`src/rtl/uart_spi_burst_bridge_if.sv`:
```
// rtl/uart_spi_burst_bridge_if.sv - UART byte stream and SPI register master signals of the burst bridge
// master: bridge side (receives UART bytes / SPI completions, drives TX bytes and SPI requests)
// slave : environment side (UART receiver/transmitter and SPI master)
interface uart_spi_burst_bridge_if #(
    parameter int SPI_ADDR_WIDTH = 6,
    parameter int SPI_DATA_WIDTH = 20
);
    logic [7:0]                i_uart_data;
    logic                      i_rx_done;
    logic                      i_uart_idle;
    logic [7:0]                o_data_tx;
    logic                      o_data_valid;
    logic                      i_spi_data_valid;
    logic [SPI_DATA_WIDTH-1:0] i_spi_read_data;
    logic                      o_spi_start;
    logic                      o_spi_rw;
    logic [SPI_ADDR_WIDTH-1:0] o_spi_addr;
    logic [SPI_DATA_WIDTH-1:0] o_spi_data;

    modport master (
        input  i_uart_data, i_rx_done, i_uart_idle, i_spi_data_valid, i_spi_read_data,
        output o_data_tx, o_data_valid, o_spi_start, o_spi_rw, o_spi_addr, o_spi_data
    );

    modport slave (
        output i_uart_data, i_rx_done, i_uart_idle, i_spi_data_valid, i_spi_read_data,
        input  o_data_tx, o_data_valid, o_spi_start, o_spi_rw, o_spi_addr, o_spi_data
    );
endinterface

```
`src/rtl/uart_spi_burst_bridge.sv`:
```
// rtl/uart_spi_burst_bridge.sv - framed UART command bridge issuing single/burst SPI register accesses
// Ports: i_clk_sys, i_rst (sync, active-high); bus (UART rx/tx bytes and SPI request/completion);
//        o_busy (FSM not idle); o_ld_debug = {err_sticky, 2'b0, state[3:0]}
module uart_spi_burst_bridge #(
    parameter int         SPI_ADDR_WIDTH = 6,
    parameter int         SPI_DATA_WIDTH = 20,
    parameter int         MAX_BURST      = 16,
    parameter logic [7:0] SOF_BYTE       = 8'hA5,
    parameter logic [7:0] ACK_BYTE       = 8'h4B,
    parameter logic [7:0] NAK_BYTE       = 8'h4E,
    parameter int         RX_TIMEOUT     = 66000,
    parameter int         SPI_TIMEOUT    = 4096
) (
    input  logic                   i_clk_sys,
    input  logic                   i_rst,
    uart_spi_burst_bridge_if.master bus,
    output logic                   o_busy,
    output logic [6:0]             o_ld_debug
);
    localparam int ADDR_BYTES = (SPI_ADDR_WIDTH + 7) / 8;
    localparam int DATA_BYTES = (SPI_DATA_WIDTH + 7) / 8;
    localparam int RX_CW      = $clog2(RX_TIMEOUT + 1);
    localparam int SPI_CW     = $clog2(SPI_TIMEOUT + 1);

    typedef enum logic [3:0] {
        ST_IDLE = 4'd0, ST_CMD = 4'd1, ST_ADDR = 4'd2, ST_WDATA = 4'd3, ST_SPI_GO = 4'd4,
        ST_SPI_WAIT = 4'd5, ST_RD_TX = 4'd6, ST_TX_WAIT = 4'd7, ST_STATUS = 4'd8
    } state_t;

    state_t                    state_q, state_d;
    logic                      err_q, err_d, rw_q, rw_d;
    logic [6:0]                words_q, words_d;       // words remaining after the current one
    logic [2:0]                byte_cnt_q, byte_cnt_d;
    logic [SPI_ADDR_WIDTH-1:0] addr_q, addr_d;
    logic [SPI_DATA_WIDTH-1:0] wdata_q, wdata_d;
    logic [DATA_BYTES*8-1:0]   rd_sh_q, rd_sh_d;
    logic [7:0]                hold_q, hold_d, status_q, status_d, tx_data_q, tx_data_d;
    logic                      hold_vld_q, hold_vld_d, tx_valid_q, tx_valid_d, start_q, start_d;
    logic                      seen_low_q, seen_low_d, tx_status_q, tx_status_d;
    logic [RX_CW-1:0]          rx_cnt_q, rx_cnt_d;
    logic [SPI_CW-1:0]         spi_cnt_q, spi_cnt_d;
    logic                      rx_active, byte_vld, fail, write_hold;
    logic [7:0]                byte_val;

    always_comb begin
        state_d     = state_q;     err_d       = err_q;       rw_d       = rw_q;
        words_d     = words_q;     byte_cnt_d  = byte_cnt_q;  addr_d     = addr_q;
        wdata_d     = wdata_q;     rd_sh_d     = rd_sh_q;     hold_d     = hold_q;
        hold_vld_d  = hold_vld_q;  status_d    = status_q;    tx_data_d  = tx_data_q;
        tx_valid_d  = 1'b0;        start_d     = 1'b0;        seen_low_d = seen_low_q;
        tx_status_d = tx_status_q; spi_cnt_d   = spi_cnt_q;   fail       = 1'b0;

        rx_active  = (state_q == ST_CMD) || (state_q == ST_ADDR) || (state_q == ST_WDATA);
        write_hold = !rw_q && ((state_q == ST_SPI_GO) || (state_q == ST_SPI_WAIT));
        // A byte parked during the previous SPI write is consumed before new UART bytes.
        if (state_q == ST_WDATA && hold_vld_q) begin
            byte_vld = 1'b1;
            byte_val = hold_q;
        end else begin
            byte_vld = bus.i_rx_done;
            byte_val = bus.i_uart_data;
        end

        // Inter-byte timer; a byte arriving in the expiry cycle wins.
        rx_cnt_d = (!rx_active || byte_vld) ? '0 : rx_cnt_q + RX_CW'(1);
        if (rx_active && !byte_vld && rx_cnt_q == RX_CW'(RX_TIMEOUT - 1)) fail = 1'b1;

        if (write_hold && bus.i_rx_done) begin
            if (hold_vld_q) begin
                fail = 1'b1;
            end else begin
                hold_d     = bus.i_uart_data;
                hold_vld_d = 1'b1;
            end
        end

        case (state_q)
            ST_IDLE: begin
                hold_vld_d = 1'b0;
                if (bus.i_rx_done && bus.i_uart_data == SOF_BYTE) state_d = ST_CMD;
            end
            ST_CMD: if (byte_vld) begin
                if ({1'b0, byte_val[6:0]} >= 8'(MAX_BURST)) begin
                    fail = 1'b1;
                end else begin
                    rw_d       = byte_val[7];
                    words_d    = byte_val[6:0];
                    byte_cnt_d = 3'd0;
                    state_d    = ST_ADDR;
                end
            end
            ST_ADDR: if (byte_vld) begin
                addr_d = SPI_ADDR_WIDTH'({addr_q, byte_val});
                if (byte_cnt_q == 3'(ADDR_BYTES - 1)) begin
                    byte_cnt_d = 3'd0;
                    state_d    = rw_q ? ST_SPI_GO : ST_WDATA;
                end else begin
                    byte_cnt_d = byte_cnt_q + 3'd1;
                end
            end
            ST_WDATA: if (byte_vld) begin
                if (hold_vld_q) begin
                    hold_d     = bus.i_uart_data;
                    hold_vld_d = bus.i_rx_done;
                end
                wdata_d = SPI_DATA_WIDTH'({wdata_q, byte_val});
                if (byte_cnt_q == 3'(DATA_BYTES - 1)) begin
                    byte_cnt_d = 3'd0;
                    state_d    = ST_SPI_GO;
                end else begin
                    byte_cnt_d = byte_cnt_q + 3'd1;
                end
            end
            ST_SPI_GO: begin
                start_d   = 1'b1;
                spi_cnt_d = '0;
                state_d   = ST_SPI_WAIT;
            end
            ST_SPI_WAIT: begin
                if (bus.i_spi_data_valid) begin
                    if (rw_q) begin
                        rd_sh_d    = (DATA_BYTES*8)'(bus.i_spi_read_data);
                        byte_cnt_d = 3'd0;
                        state_d    = ST_RD_TX;
                    end else if (words_q != 7'd0) begin
                        words_d = words_q - 7'd1;
                        addr_d  = addr_q + SPI_ADDR_WIDTH'(1);
                        state_d = ST_WDATA;
                    end else begin
                        status_d = ACK_BYTE;
                        state_d  = ST_STATUS;
                    end
                end else if (spi_cnt_q == SPI_CW'(SPI_TIMEOUT - 1)) begin
                    fail = 1'b1;
                end else begin
                    spi_cnt_d = spi_cnt_q + SPI_CW'(1);
                end
            end
            ST_RD_TX: if (bus.i_uart_idle) begin
                tx_valid_d  = 1'b1;
                tx_data_d   = rd_sh_q[DATA_BYTES*8-1 -: 8];
                rd_sh_d     = rd_sh_q << 8;
                tx_status_d = 1'b0;
                seen_low_d  = 1'b0;
                state_d     = ST_TX_WAIT;
            end
            ST_TX_WAIT: begin
                // The transmitter must be seen busy and then idle again before moving on.
                if (!bus.i_uart_idle) begin
                    seen_low_d = 1'b1;
                end else if (seen_low_q) begin
                    if (tx_status_q) begin
                        state_d = ST_IDLE;
                    end else if (byte_cnt_q != 3'(DATA_BYTES - 1)) begin
                        byte_cnt_d = byte_cnt_q + 3'd1;
                        state_d    = ST_RD_TX;
                    end else if (words_q != 7'd0) begin
                        words_d    = words_q - 7'd1;
                        addr_d     = addr_q + SPI_ADDR_WIDTH'(1);
                        byte_cnt_d = 3'd0;
                        state_d    = ST_SPI_GO;
                    end else begin
                        status_d = ACK_BYTE;
                        state_d  = ST_STATUS;
                    end
                end
            end
            ST_STATUS: if (bus.i_uart_idle) begin
                tx_valid_d  = 1'b1;
                tx_data_d   = status_q;
                tx_status_d = 1'b1;
                seen_low_d  = 1'b0;
                state_d     = ST_TX_WAIT;
            end
            default: state_d = ST_IDLE;
        endcase

        if (fail) begin
            state_d  = ST_STATUS;
            status_d = NAK_BYTE;
            err_d    = 1'b1;
        end
    end

    always_ff @(posedge i_clk_sys) begin
        if (i_rst) begin
            state_q    <= ST_IDLE; err_q      <= 1'b0; rw_q        <= 1'b0; words_q    <= '0;
            byte_cnt_q <= '0;      addr_q     <= '0;   wdata_q     <= '0;   rd_sh_q    <= '0;
            hold_q     <= '0;      hold_vld_q <= 1'b0; status_q    <= '0;   tx_data_q  <= '0;
            tx_valid_q <= 1'b0;    start_q    <= 1'b0; seen_low_q  <= 1'b0; tx_status_q <= 1'b0;
            rx_cnt_q   <= '0;      spi_cnt_q  <= '0;
        end else begin
            state_q    <= state_d; err_q      <= err_d;      rw_q        <= rw_d;    words_q    <= words_d;
            byte_cnt_q <= byte_cnt_d; addr_q  <= addr_d;     wdata_q     <= wdata_d; rd_sh_q    <= rd_sh_d;
            hold_q     <= hold_d;  hold_vld_q <= hold_vld_d; status_q    <= status_d; tx_data_q <= tx_data_d;
            tx_valid_q <= tx_valid_d; start_q <= start_d;    seen_low_q  <= seen_low_d;
            tx_status_q <= tx_status_d; rx_cnt_q <= rx_cnt_d; spi_cnt_q  <= spi_cnt_d;
        end
    end

    assign bus.o_data_tx    = tx_data_q;
    assign bus.o_data_valid = tx_valid_q;
    assign bus.o_spi_start  = start_q;
    assign bus.o_spi_rw     = rw_q;
    assign bus.o_spi_addr   = addr_q;
    assign bus.o_spi_data   = wdata_q;
    assign o_busy           = (state_q != ST_IDLE);
    assign o_ld_debug       = {err_q, 2'b00, state_q};
endmodule
```
`src/flat_wrapper.sv`:
```
// flat-port wrapper written by rule: the top's interface ports become plain ports
module uart_spi_burst_bridge_flat 
#(
    parameter int         SPI_ADDR_WIDTH = 6,
    parameter int         SPI_DATA_WIDTH = 20,
    parameter int         MAX_BURST      = 16,
    parameter logic [7:0] SOF_BYTE       = 8'hA5,
    parameter logic [7:0] ACK_BYTE       = 8'h4B,
    parameter logic [7:0] NAK_BYTE       = 8'h4E,
    parameter int         RX_TIMEOUT     = 66000,
    parameter int         SPI_TIMEOUT    = 4096
)
  (i_clk_sys, i_rst, o_busy, o_ld_debug, bus_i_uart_data, bus_i_rx_done, bus_i_uart_idle, bus_i_spi_data_valid, bus_i_spi_read_data, bus_o_data_tx, bus_o_data_valid, bus_o_spi_start, bus_o_spi_rw, bus_o_spi_addr, bus_o_spi_data);
  uart_spi_burst_bridge_if #(.SPI_ADDR_WIDTH(SPI_ADDR_WIDTH), .SPI_DATA_WIDTH(SPI_DATA_WIDTH)) bus_i ();
  input  logic i_clk_sys;
  input  logic i_rst;
  output logic o_busy;
  output logic [6:0] o_ld_debug;
  input wire logic [$bits(bus_i.i_uart_data)-1:0] bus_i_uart_data;
  input wire logic [$bits(bus_i.i_rx_done)-1:0] bus_i_rx_done;
  input wire logic [$bits(bus_i.i_uart_idle)-1:0] bus_i_uart_idle;
  input wire logic [$bits(bus_i.i_spi_data_valid)-1:0] bus_i_spi_data_valid;
  input wire logic [$bits(bus_i.i_spi_read_data)-1:0] bus_i_spi_read_data;
  output wire logic [$bits(bus_i.o_data_tx)-1:0] bus_o_data_tx;
  output wire logic [$bits(bus_i.o_data_valid)-1:0] bus_o_data_valid;
  output wire logic [$bits(bus_i.o_spi_start)-1:0] bus_o_spi_start;
  output wire logic [$bits(bus_i.o_spi_rw)-1:0] bus_o_spi_rw;
  output wire logic [$bits(bus_i.o_spi_addr)-1:0] bus_o_spi_addr;
  output wire logic [$bits(bus_i.o_spi_data)-1:0] bus_o_spi_data;
  assign bus_i.i_uart_data = bus_i_uart_data;
  assign bus_i.i_rx_done = bus_i_rx_done;
  assign bus_i.i_uart_idle = bus_i_uart_idle;
  assign bus_i.i_spi_data_valid = bus_i_spi_data_valid;
  assign bus_i.i_spi_read_data = bus_i_spi_read_data;
  assign bus_o_data_tx = bus_i.o_data_tx;
  assign bus_o_data_valid = bus_i.o_data_valid;
  assign bus_o_spi_start = bus_i.o_spi_start;
  assign bus_o_spi_rw = bus_i.o_spi_rw;
  assign bus_o_spi_addr = bus_i.o_spi_addr;
  assign bus_o_spi_data = bus_i.o_spi_data;
  uart_spi_burst_bridge #(.SPI_ADDR_WIDTH(SPI_ADDR_WIDTH), .SPI_DATA_WIDTH(SPI_DATA_WIDTH), .MAX_BURST(MAX_BURST), .SOF_BYTE(SOF_BYTE), .ACK_BYTE(ACK_BYTE), .NAK_BYTE(NAK_BYTE), .RX_TIMEOUT(RX_TIMEOUT), .SPI_TIMEOUT(SPI_TIMEOUT)) u_core (.i_clk_sys(i_clk_sys), .i_rst(i_rst), .bus(bus_i), .o_busy(o_busy), .o_ld_debug(o_ld_debug));
endmodule
```
`config.mk`:
```
export PLATFORM = sky130hd
export DESIGN_NAME = uart_spi_burst_bridge_flat
export DESIGN_NICKNAME = d
export VERILOG_FILES = /design/src/rtl/uart_spi_burst_bridge_if.sv /design/src/rtl/uart_spi_burst_bridge.sv /design/src/flat_wrapper.sv
export SDC_FILE = /design/constraint.sdc
export NUM_CORES = 1
export LEC_CHECK = 0
export BUFFER_PORTS_ARGS = -buffer_cell sky130_fd_sc_hd__buf_2
export CAP_MARGIN = 20
export CELL_PAD_IN_SITES_DETAIL_PLACEMENT = 0
export CELL_PAD_IN_SITES_GLOBAL_PLACEMENT = 1
export CORE_AREA = 2 2 120 122
export DETAILED_ROUTE_END_ITERATION = 16
export DIE_AREA = 0 0 122 124
export PLACE_DENSITY_LB_ADDON = 0.12
export SLEW_MARGIN = 10
export SYNTH_ARGS = -nofsm -noshare
export SYNTH_HDL_FRONTEND = slang
export SYNTH_SLANG_ARGS = --single-unit
```
`constraint.sdc`:
```
create_clock -name i_clk_sys -period 2.7 [get_ports i_clk_sys]
set_clock_uncertainty 0.05 [all_clocks]
set_input_delay 0.27 -clock i_clk_sys [delete_from_list [all_inputs] [get_ports i_clk_sys]]
set_output_delay 0.27 -clock i_clk_sys [all_outputs]
set_load 0.01 [all_outputs]
```
-- Word level (Yosys, flattened, before mapping)
Cells that the tools add are included.
- flip-flop bits (word level): 125
- bits of input ports: 33
- output and inout bits: 45
- logic and storage cells: 216
- $add $sub $neg: 5
- magnitude comparators: 1
- equality and inequality tests: 48
- muxes and demuxes: 97
- bitwise logic cells: 2
- reductions and logical operators: 43
- operators with widths (cell ; number):
    8-bit two-way mux ; 15
    24-bit two-way mux ; 3
    7-bit two-way mux ; 10
    4-bit two-way mux ; 17
    6-bit two-way mux ; 8
    24-bit case mux with 2 select lines ; 1
    3-bit two-way mux ; 14
    11-bit AND reduction ; 3
    4-bit case mux with 8 select lines ; 1
    8-bit case mux with 2 select lines ; 2
    13-bit two-way mux ; 2
    2-bit inequality test (second input constant) ; 13
    13-bit case mux with 2 select lines ; 1
    3-bit by 1-bit inequality test with 1-bit output (second input constant) ; 7
    3-bit by 2-bit inequality test with 1-bit output (second input constant) ; 7
    7-bit case mux with 3 select lines ; 1
    6-bit case mux with 3 select lines ; 1
    17-bit by 1-bit adder with 17-bit output (second input constant) ; 1
    17-bit equality test (second input constant) ; 1
    4-bit by 3-bit equality test with 1-bit output (second input constant) ; 4
    1-bit two-way mux ; 16
    3-bit case mux with 5 select lines ; 1
    2-bit by 1-bit inequality test with 1-bit output (second input constant) ; 7
    7-bit AND reduction ; 2
    30 further kinds ; 58

-- Longest topological paths before layout
Gate-level depths: netlist (run 1).
- depth after elaboration: 14
- mapped depth: 9
- depth with buffers taken out: 7

-- Worst setup path before layout (run 1)
No wires, ideal clock.
- path kind: register -> register
- start: register u_core.words_q[0]
- end: register u_core.addr_q[1] (netlist: u_core.bus.o_spi_addr[1])
- library setup time: 0.070 ns
- data arrival time: 1.938 ns
- data required time: 2.580 ns
- path slack: 0.641 ns
- stages on the path, launching flop included: 9
- path buffers: 1
- period minus slack after synthesis: 2.059 ns
- cells stage by stage: dfxtp_1 inv_1 ha_1 or3b_1 clkbuf_1 nor3_1 or4_1 a211o_1 a21oi_1
- longest elaborated chain between the ends: 7
- elaborated cells on any way between the ends: 9
- classes of those cells: 8 x mux; 1 x reduce/logical
- RTL lines (what ; line ; text):
    start, declared ; uart_spi_burst_bridge.sv:32 ; logic [6:0] words_q, words_d;
    start signal, assigned ; uart_spi_burst_bridge.sv:193 ; state_q <= state_d; err_q <= err_d; rw_q <= rw_d; words_q <= words_d;
    7-bit nonzero test (*) ; uart_spi_burst_bridge.sv:125, uart_spi_burst_bridge.sv:157 ;
    6-bit two-way mux (*) ; n/a ;
    6-bit two-way mux (4 in a row) ; n/a ;
    6-bit case mux with 3 select lines (*) ; n/a ;
    end signal, assigned ; uart_spi_burst_bridge.sv:194 ; byte_cnt_q <= byte_cnt_d; addr_q <= addr_d; wdata_q <= wdata_d; rd_sh_q <= rd_sh_d;
    end, declared ; uart_spi_burst_bridge.sv:34 ; logic [SPI_ADDR_WIDTH-1:0] addr_q, addr_d;
Every way passes the cells marked *; elsewhere a longest branch is shown, timed or not. The select of a mux whose other input is x is not followed.
A chain may end at the register's enable or synchronous reset.

-- Worst setup path in the final report (run 1)
- start: register u_core.state_q[2]
- end: register u_core.byte_cnt_q[1]
- longest elaborated chain between the ends: 6
- elaborated cells on any way between the ends: 22
- classes of those cells: 1 x order compare; 15 x eq/ne; 3 x mux; 3 x reduce/logical
- RTL lines (what ; line ; text):
    start, declared ; uart_spi_burst_bridge.sv:30 ; state_t state_q, state_d;
    start signal, assigned ; uart_spi_burst_bridge.sv:193 ;
    4-bit by 2-bit equality test with 1-bit output ; uart_spi_burst_bridge.sv:56, uart_spi_burst_bridge.sv:77 ;
    1-bit logical AND ; uart_spi_burst_bridge.sv:56 ; if (state_q == ST_WDATA && hold_vld_q) begin
    8-bit two-way mux ; uart_spi_burst_bridge.sv:56 ;
    7-bit by 5-bit >= comparator with 1-bit output ; uart_spi_burst_bridge.sv:83 ; if ({1'b0, byte_val[6:0]} >= 8'(MAX_BURST)) begin
    2-bit inequality test (no line) ; n/a ;
    11-bit AND reduction (no line) ; n/a ;
    end signal, assigned ; uart_spi_burst_bridge.sv:194 ;
    end, declared ; uart_spi_burst_bridge.sv:33 ; logic [2:0] byte_cnt_q, byte_cnt_d;
Parallel ways exist; a longest one is shown, timed or not.

==> flow_metrics.env, run 1 <==
export IMPL_worst_slew_pin_transition_ns=0.5988
export IMPL_min_period_ns=2.428
export IMPL_grt_pass1_vias=4960
export IMPL_fin_nets=822
export IMPL_min_path_type="in2reg"
export IMPL_status="completed"
export IMPL_wl_um=14930
export IMPL_die_y_um=124
export IMPL_h_tree_depth=4
export IMPL_port_buffers=75
export IMPL_arrival_ns=2.73
export IMPL_io_pins=78
export IMPL_p_leak_nw=2.586
export IMPL_maxCapViolCount=0
export IMPL_synth_cell_types=69
export IMPL_synthCells=708
export IMPL_via_per_inst=5.506
export IMPL_die_x_um=122
export IMPL_multi_input_area_sq_um=3159
export IMPL_dieArea_sq_um=15130
export IMPL_rsz0062_at_grt="false"
export IMPL_final_max_slew_viol_count=0
export IMPL_setup_tns_ns=0
export IMPL_dr_pass1_iters=6
export IMPL_yosysWarnings=0
export IMPL_synth_area_leaders="dfxtp_1 (42%), nor2_1 (5.8%), a21oi_1 (5.1%)"
export IMPL_cpMaxStageDelayCell="dfxtp_1"
export IMPL_ctsRootBufferMaster="clkbuf_16"
export IMPL_area_growth_pct=20.71
export IMPL_ant_nets=0
export IMPL_worstPathMaxFanout=15
export IMPL_period_share_pct=89.92
export IMPL_grtUsageTotal_pct=20.30
export IMPL_cts_sinks=122
export IMPL_dpl_hpwl_um=10650
export IMPL_critPathMaxStageDelay_ns=0.66
export IMPL_critPathKind="reg2reg"
export IMPL_total_power_w=0.005247
export IMPL_critPathTopFamily="simple AND/OR/NAND/NOR gates"
export IMPL_crit_buf_inv=0
export IMPL_n_fill_cell=1358
export IMPL_grt_overflow=0
export IMPL_p_per_area_nw_per_um2=743.5
export IMPL_setup_viol=0
export IMPL_worstPathRequired_ns=3.00
export IMPL_grt_pass1_wl_um=24050
export IMPL_fin_util_pct=51.45
export IMPL_ys_ff_latch=122
export IMPL_synth_area_per_cell_sq_um=8.258
export IMPL_hold_buffers=0
export IMPL_mostFrequentLayoutCells="dfxtp_1 (122), nor2_1 (90), buf_2 (75)"
export IMPL_finalHoldViolCount=0
export IMPL_synth_edf_count=0
export IMPL_grt_antenna_before_repair=0
export IMPL_post_cts_resized=0
export IMPL_core_area_sq_um=13720
export IMPL_seqCellArea_sq_um=2442
export IMPL_path_clk_slew_ns=0.06
export IMPL_yosysTopAreaCellShare_pct=41.77
export IMPL_synth_area_sq_um=5847
export IMPL_start_kind="flop"
export IMPL_fmax_ghz=0.4119
export IMPL_cts_path_max_buffers=2
export IMPL_ys_flop_type="dfxtp_1"
export IMPL_grt_start_max_net_pins=55
export IMPL_critPathCaptureType="flop"
export IMPL_timing_max_slew_rel_slack_pct=59.77
export IMPL_synth_largest_area_cell="dfxtp_1"
export IMPL_diodes=0
export IMPL_first_iter_violations=346
export IMPL_mostFrequentLayoutCell="dfxtp_1"
export IMPL_vias=5357
export IMPL_path_cells="nand4bb_1 -> o21ai_0 -> a221o_1 -> or4_1 -> a21oi_1"
export IMPL_rows=43
export IMPL_place_congestion=0.8614
export IMPL_cts_setup_buffers=0
export IMPL_cts_tree="done"
export IMPL_ir_drop_v=0.0003946
export IMPL_ys_seq_area_share_pct=41.77
export IMPL_cts_made_buffers=17
export IMPL_drc=0
export IMPL_async_reset_ff_share_pct=0
export IMPL_initial_core_util_pct=42.62
export IMPL_wire_per_inst_um=15.34
export IMPL_drive_gt1_share_pct=18.16
export IMPL_clkLatencyLatePin_ns=0.42
area by class of cell:
class	instances	area share, %
inverters	17	0.9041
well taps	180	3.191
multi-input cells	525	44.76
clock buffers	22	6.435
clock inverters	8	2.056
flip-flops and latches	122	34.60
repair buffers	99	8.048
per-layer routing:
| metal | routed length [um] | vias up | track usage, % |
|---|---|---|---|
| li1 | - | 2685 | - |
| met5 | 0 | - | 0 |
| met2 | 6968 | 145 | 33.41 |
| met3 | 799 | 28 | 5.357 |
| met4 | 264 | 0 | 7.974 |
| met1 | 6896 | 2499 | 25.41 |
worst reg2reg max path, stage by stage, from the launching register on:
cell       delay, ns
dfxtp_1         0.66
nand4bb_1       0.36
o21ai_0         0.19
a221o_1         0.43
or4_1           0.52
a21oi_1         0.14
logic make-up after synthesis:
| group | share of synthesized area, % |
|---|---|
| AOI/OAI and AO/OA | 18.17 |
| xor gates and xnor gates | 3.745 |
| adders and majority gates | 1.498 |
| buffers and inverters | 4.601 |
| DFF | 41.77 |
| muxes | 3.959 |
| other | 0.06414 |
| and+or+nand+nor | 26.19 |
path summary, 6_finish.rpt:
path,from,endpoint,slack [ns],cells after the start
setup / recovery,u_core.state_q[2],u_core.byte_cnt_q[1],0.27,5
hold / removal,bus_i_spi_read_data[6],u_core.rd_sh_q[6],0.03,3
setup reg to reg,u_core.state_q[2],u_core.byte_cnt_q[1],0.27,5
hold reg to reg,u_core.status_q[5],u_core.status_q[5],0.39,2
flip-flops by register name, summed over array words and instances (netlist names), 5 cells and up:
name and flops:
u_core.rd_sh_q 24, u_core.bus.o_spi_data 20, u_core.rx_cnt_q 17, u_core.spi_cnt_q 13, u_core.bus.o_data_tx 8, u_core.hold_q 8
u_core.words_q 7, u_core.bus.o_spi_addr 6, u_core.status_q 5
synth_stat cells, types with 6 or more instances:
master,instances
a311oi_1,13
dfxtp_1,122
and3_1,8
nor3_1,21
buf_2,14
a211oi_1,21
xnor2_1,18
o21ai_0,38
clkbuf_1,25
nor2_1,90
inv_1,16
nor4_1,6
xor2_1,7
nand3_1,35
ha_1,7
nand2b_1,6
mux2i_1,22
a21oi_1,60
nand2_1,71
or4_1,7
report_power, final:
part	total (W)	internal (W)	switching [W]
Sequential	0.00200	0.00189	0.000114
Combinational	0.000905	0.000365	0.000540
Clock	0.00234	0.00155	0.000788
per-stage QoR:
stage / hold slack, ns / instance area [sq um] / cells / setup slack, ns
after floorplan: 0.3560 / 5851 / 709 / 0.6412
after global placement: 0.3770 / 6459 / 943 / 0.3878
after detailed placement: 0.3811 / 6459 / 943 / 0.3356
after CTS: 0.02014 / 7058 / 973 / 0.3280
after global routing: 0.03702 / 7058 / 973 / 0.07001
final: 0.03252 / 7058 / 973 / 0.2721
(Power assumes the default switching activity.)
==> inputs of run 2 (changes only) <==
Clock period 2.7 ns to 2.3 ns, I/O delays scaled along.
==> run 2 against run 1 <==
Global-route usage increased by 0.18 points. Hold slack improved by 0.018 ns. Non-clock buffer count increased by 25. Critical path type unchanged.
==> flow_metrics.env, run 2 (synthesis results as in run 1) <==
export IMPL_status="completed"
export IMPL_ant_nets=0
export IMPL_drc=0
export IMPL_arrival_ns=2.49
export IMPL_area_growth_pct=25.08
export IMPL_r2r_start="u_core.byte_cnt_q[0]"
export IMPL_fin_nets=847
export IMPL_timing_max_slew_rel_slack_pct=58.97
export IMPL_ir_drop_v=0.0005505
export IMPL_cts_made_buffers=17
export IMPL_finalHoldViolCount=0
export IMPL_grt_use_met1_pct=25.10
export IMPL_die_x_um=122
export IMPL_ff2ff_path_depth=7
export IMPL_grt_pass1_wl_um=24500
export IMPL_p_leak_nw=2.713
export IMPL_dpl_hpwl_um=10570
export IMPL_fin_area_sq_um=7313
export IMPL_dr_pass1_iters=4
export IMPL_critPathTopFamily="simple AND/OR/NAND/NOR gates"
export IMPL_r2r_slack_ns=0.11
export IMPL_p_per_area_nw_per_um2=860.2
export IMPL_dieArea_sq_um=15130
export IMPL_drive_gt1_share_pct=20.37
export IMPL_min_from="bus_i_uart_data[2]"
export IMPL_maxCapViolCount=0
export IMPL_critPathKind="reg2reg"
export IMPL_cts_sinks=122
export IMPL_ctsRootBufferMaster="clkbuf_16"
export IMPL_wire_per_inst_um=14.78
export IMPL_min_period_ns=2.190
export IMPL_wl_um=14780
export IMPL_use_met3_pct=5.082
export IMPL_place_congestion=0.8396
export IMPL_hold_end="u_core.hold_q[2]"
export IMPL_grt_pass1_vias=5134
export IMPL_min_path_type="in2reg"
export IMPL_crit_buf_inv=1
export IMPL_setup_viol=0
export IMPL_die_y_um=124
export IMPL_cts_setup_buffers=0
export IMPL_h_tree_depth=4
export IMPL_fmax_ghz=0.4567
export IMPL_critPathMaxStageDelay_ns=0.59
export IMPL_start_kind="flop"
export IMPL_via_per_inst=5.371
export IMPL_cts_tree="done"
export IMPL_port_buffers=75
export IMPL_min_path_cells=3
export IMPL_io_pins=78
export IMPL_grt_start_max_net_pins=55
export IMPL_vias=5371
export IMPL_diodes=0
export IMPL_period_share_pct=95.21
export IMPL_rsz0062_at_grt="true"
export IMPL_grt_antenna_before_repair=0
export IMPL_mostFrequentLayoutCells="dfxtp_1 (122), nor2_1 (90), buf_2 (75)"
export IMPL_hold_ws_ns=0.05080
export IMPL_largest_register="u_core.rd_sh_q"
export IMPL_worst_slew_pin_transition_ns=0.6108
export IMPL_clkLatencyLatePin_ns=0.42
export IMPL_critPathCaptureType="flop"
export IMPL_path_cells="inv_1 -> ha_1 -> nor4bb_1 -> o2bb2ai_1 -> or4_4 -> a211o_1 -> a21oi_2"
export IMPL_path_clk_slew_ns=0.05
export IMPL_n_fill_cell=1354
export IMPL_mostFrequentLayoutCell="dfxtp_1"
export IMPL_worstPathRequired_ns=2.60
export IMPL_final_max_slew_viol_count=0
export IMPL_grt_busiest_layer="met2"
export IMPL_met2_usage_pct=34.01
export IMPL_place_area_sq_um=6594
export IMPL_grt_overflow=0
export IMPL_cts_path_max_buffers=2
export IMPL_core_area_sq_um=13720
export IMPL_first_iter_violations=373
export IMPL_worstPathMaxFanout=6
export IMPL_reg2reg_to="u_core.words_q[1]"
export IMPL_cpMaxStageDelayCell="or4_4"
export IMPL_largest_reg_flops=24
export IMPL_grtUsageTotal_pct=20.48
export IMPL_rows=43
export IMPL_initial_core_util_pct=42.62
run 2: changes by cell type in the layout (fill, tap and decap cells not counted), sizes merged:
| cell | delta |
|---|---|
| clkinv | +2 |
| clkbuf | -1 |
| clkinvlp | +1 |
| buf | +17 |
| dlygate4sd3 | +8 |
run 2: per-stage QoR:
stage,util [%],power [W],TNS [ns],setup WS [ns],instances
final,53.31,0.006291,0,0.1103,1000
after global routing,53.31,0.006603,-0.06860,-0.03555,1000
after CTS,53.17,0.006337,0,0.03776,1000
after detailed placement,48.06,0.003513,0,0.06743,960
after global placement,48.06,0.003499,0,0.1300,960
after floorplan,-,0.003100,0,0.2412,709
run 2: final cells by class:
cell class                 count  area [sq um]  share of cell area [%]
clock inverter                11         170.2                   2.327
tap                          180         225.2                   3.080
multi-input combinational    525          3173                   43.39
timing repair buffer         124         788.3                   10.78
clock buffer                  21         450.4                   6.159
inverter                      17         63.81                  0.8725
sequential                   122          2442                   33.40
run 2: metal layers:
| metal | up-vias | share of wire (%) |
|---|---|---|
| met5 | - | 0 |
| met3 | 18 | 4.4 |
| li1 | 2742 | - |
| met1 | 2504 | 46 |
| met4 | 0 | 1.5 |
| met2 | 107 | 48 |
run 2: timing repair:
item / in CTS / in global routing
setup endpoints to repair: 0 / 10
resized for setup: 0 / 4
hold buffers: 8 / 0
endpoints found under the hold margin: 8 / 0
run 2: how the worst max path moves through the flow:
stage | start | end | slack [ns] | depth (start not counted)
final | u_core.byte_cnt_q[0] | u_core.words_q[1] | 0.11 | 7
after global routing | u_core.byte_cnt_q[0] | u_core.words_q[5] | -0.04 | 7
after CTS | u_core.words_q[1] | u_core.byte_cnt_q[0] | 0.04 | 7
after detailed placement | u_core.words_q[1] | u_core.byte_cnt_q[0] | 0.07 | 7
after global placement | u_core.words_q[1] | u_core.bus.o_spi_addr[1] | 0.13 | 8
after floorplan | u_core.words_q[0] | u_core.bus.o_spi_addr[1] | 0.24 | 8
run 2: tightest hold or removal path, cell delays in order:
cell and delay (ns):
buf_2 0.11, mux2i_1 0.07, nor2_1 0.07
run 2: power breakdown:
part,leakage (nW),total (W),switching (W),internal (W)
clock network,0.293,0.00279,0.000951,0.00184
logic,1.44,0.00119,0.000683,0.000512
registers,0.984,0.00231,0.0000913,0.00222
==> inputs of run 3 (changes only) <==
Settings changed: ABC_CLOCK_PERIOD_IN_PS from default to 2300, PLACE_DENSITY from default to 0.89, PLACE_DENSITY_LB_ADDON 0.12 to default.
==> run 3 against run 2 <==
Via count increased by 2.4%. Die area unchanged. Critical path depth decreased by 1. Final cell count decreased by 0.60%. Wire length increased by 0.89%. Non-clock buffer count decreased by 5.
==> flow_metrics.env, run 3 (synthesis results as in run 1) <==
export IMPL_seqCellArea_sq_um=2446
export IMPL_fin_util_pct=52.80
export IMPL_grt_start_max_net_pins=85
export IMPL_path_cells="ha_1 -> nor4bb_2 -> o2bb2ai_2 -> or4_4 -> a211o_1 -> a21oi_2"
export IMPL_grt_pass1_vias=5203
export IMPL_port_buffers=75
export IMPL_fmax_ghz=0.4377
export IMPL_cts_made_buffers=17
export IMPL_maxCapViolCount=0
export IMPL_p_leak_nw=2.672
export IMPL_cpMaxStageDelayCell="or4_4"
export IMPL_mostFrequentLayoutCells="dfxtp_1 (119), nor2_1 (90), buf_2 (75)"
export IMPL_largest_reg_flops=24
export IMPL_dr_pass1_iters=5
export IMPL_worst_slew_pin_transition_ns=0.8872
export IMPL_area_growth_pct=23.90
export IMPL_dpl_hpwl_um=10630
export IMPL_core_area_sq_um=13720
export IMPL_via_per_inst=5.534
export IMPL_fin_nets=842
export IMPL_grt_overflow=0
export IMPL_dp_slack_ns=0.02106
export IMPL_critPathKind="reg2reg"
export IMPL_h_tree_depth=4
export IMPL_grtUsageTotal_pct=20.39
export IMPL_die_x_um=122
export IMPL_die_y_um=124
export IMPL_grt_antenna_before_repair=0
export IMPL_critPathMaxStageDelay_ns=0.58
export IMPL_cts_path_max_buffers=2
export IMPL_vias=5501
export IMPL_worstPathMaxFanout=6
export IMPL_diodes=0
export IMPL_cts_tree="done"
export IMPL_critPathTopFamily="simple AND/OR/NAND/NOR gates"
export IMPL_io_pins=78
export IMPL_setup_viol=0
export IMPL_mostFrequentLayoutCell="dfxtp_1"
export IMPL_worstPathRequired_ns=2.59
export IMPL_drive_gt1_share_pct=20.76
export IMPL_wire_per_inst_um=15.00
export IMPL_place_congestion=0.8826
export IMPL_critPathCaptureType="flop"
export IMPL_setup_tns_ns=0
export IMPL_arrival_ns=2.58
export IMPL_first_iter_violations=425
export IMPL_total_power_w=0.006043
export IMPL_min_path_type="in2reg"
export IMPL_multi_input_area_sq_um=3207
export IMPL_place_area_sq_um=6551
export IMPL_status="completed"
export IMPL_timing_max_slew_rel_slack_pct=40.85
export IMPL_fin_area_sq_um=7244
export IMPL_final_max_slew_viol_count=0
export IMPL_crit_buf_inv=0
export IMPL_finalHoldViolCount=0
export IMPL_ir_drop_v=0.0004917
export IMPL_clkLatencyLatePin_ns=0.41
export IMPL_ant_nets=0
export IMPL_layout_setup_ws_ns=0.01549
export IMPL_rows=43
export IMPL_ctsRootBufferMaster="clkbuf_16"
export IMPL_grt_pass1_wl_um=24510
export IMPL_p_per_area_nw_per_um2=834.2
export IMPL_min_period_ns=2.285
export IMPL_dieArea_sq_um=15130
export IMPL_cts_setup_buffers=0
export IMPL_period_share_pct=99.33
export IMPL_path_clk_slew_ns=0.06
export IMPL_wl_um=14910
export IMPL_initial_core_util_pct=42.62
export IMPL_cts_sinks=122
export IMPL_largest_register="u_core.rd_sh_q"
export IMPL_start_kind="flop"
export IMPL_drc=0
export IMPL_n_fill_cell=1299
## run 3: tightest hold or removal path, cell delays in order
cell,delay [ns]
buf_2,0.10
nand2_1,0.05
a21oi_1,0.05
## run 3: repair_timing
item	4_1_cts	5_1_grt
hold buffers	7	0
cloned	0	0
endpoints found under the hold margin	7	0
resized for setup	1	12
endpoints found under the setup margin	3	41
## run 3: area by class of cell
| class | instances | area share, % |
|---|---|---|
| multi-input cells | 525 | 44.27 |
| flip-flops and latches | 122 | 33.77 |
| repair buffers | 119 | 10.16 |
| clock buffers | 24 | 6.926 |
| well taps | 180 | 3.109 |
| clock inverters | 7 | 0.8981 |
| inverters | 17 | 0.8808 |
## run 3: path summary, 6_finish.rpt
path | slack, ns | from | depth (start not counted) | to
worst max-delay path | 0.02 | u_core.byte_cnt_q[1] | 6 | u_core.words_q[1]
worst min-delay path | 0.02 | bus_i_spi_read_data[3] | 3 | u_core.rd_sh_q[3]
worst max register to register | 0.02 | u_core.byte_cnt_q[1] | 6 | u_core.words_q[1]
worst min register to register | 0.39 | u_core.status_q[5] | 2 | u_core.status_q[5]
## run 3: report_power, final
part | switching (W) | internal [W] | total, W
Combinational | 0.000663 | 0.000509 | 0.00117
Sequential | 0.000130 | 0.00222 | 0.00235
Clock | 0.000909 | 0.00161 | 0.00252
Total | 0.00170 | 0.00434 | 0.00604
## run 3: metrics by stage
stage               cells  hold slack (ns)
finish                994          0.02159
global route          994          0.03707
CTS                   994         0.005875
detailed placement    956           0.3717
global placement      956           0.3689
floorplan             709           0.3160
## run 3: layer usage
layer / track usage [%] / up-vias / routed length, um
li1: - / 2738 / -
met1: 24.87 / 2551 / 6490
met2: 33.87 / 180 / 7039
met3: 5.495 / 32 / 1011
met4: 8.908 / 0 / 370
met5: 0 / - / 0
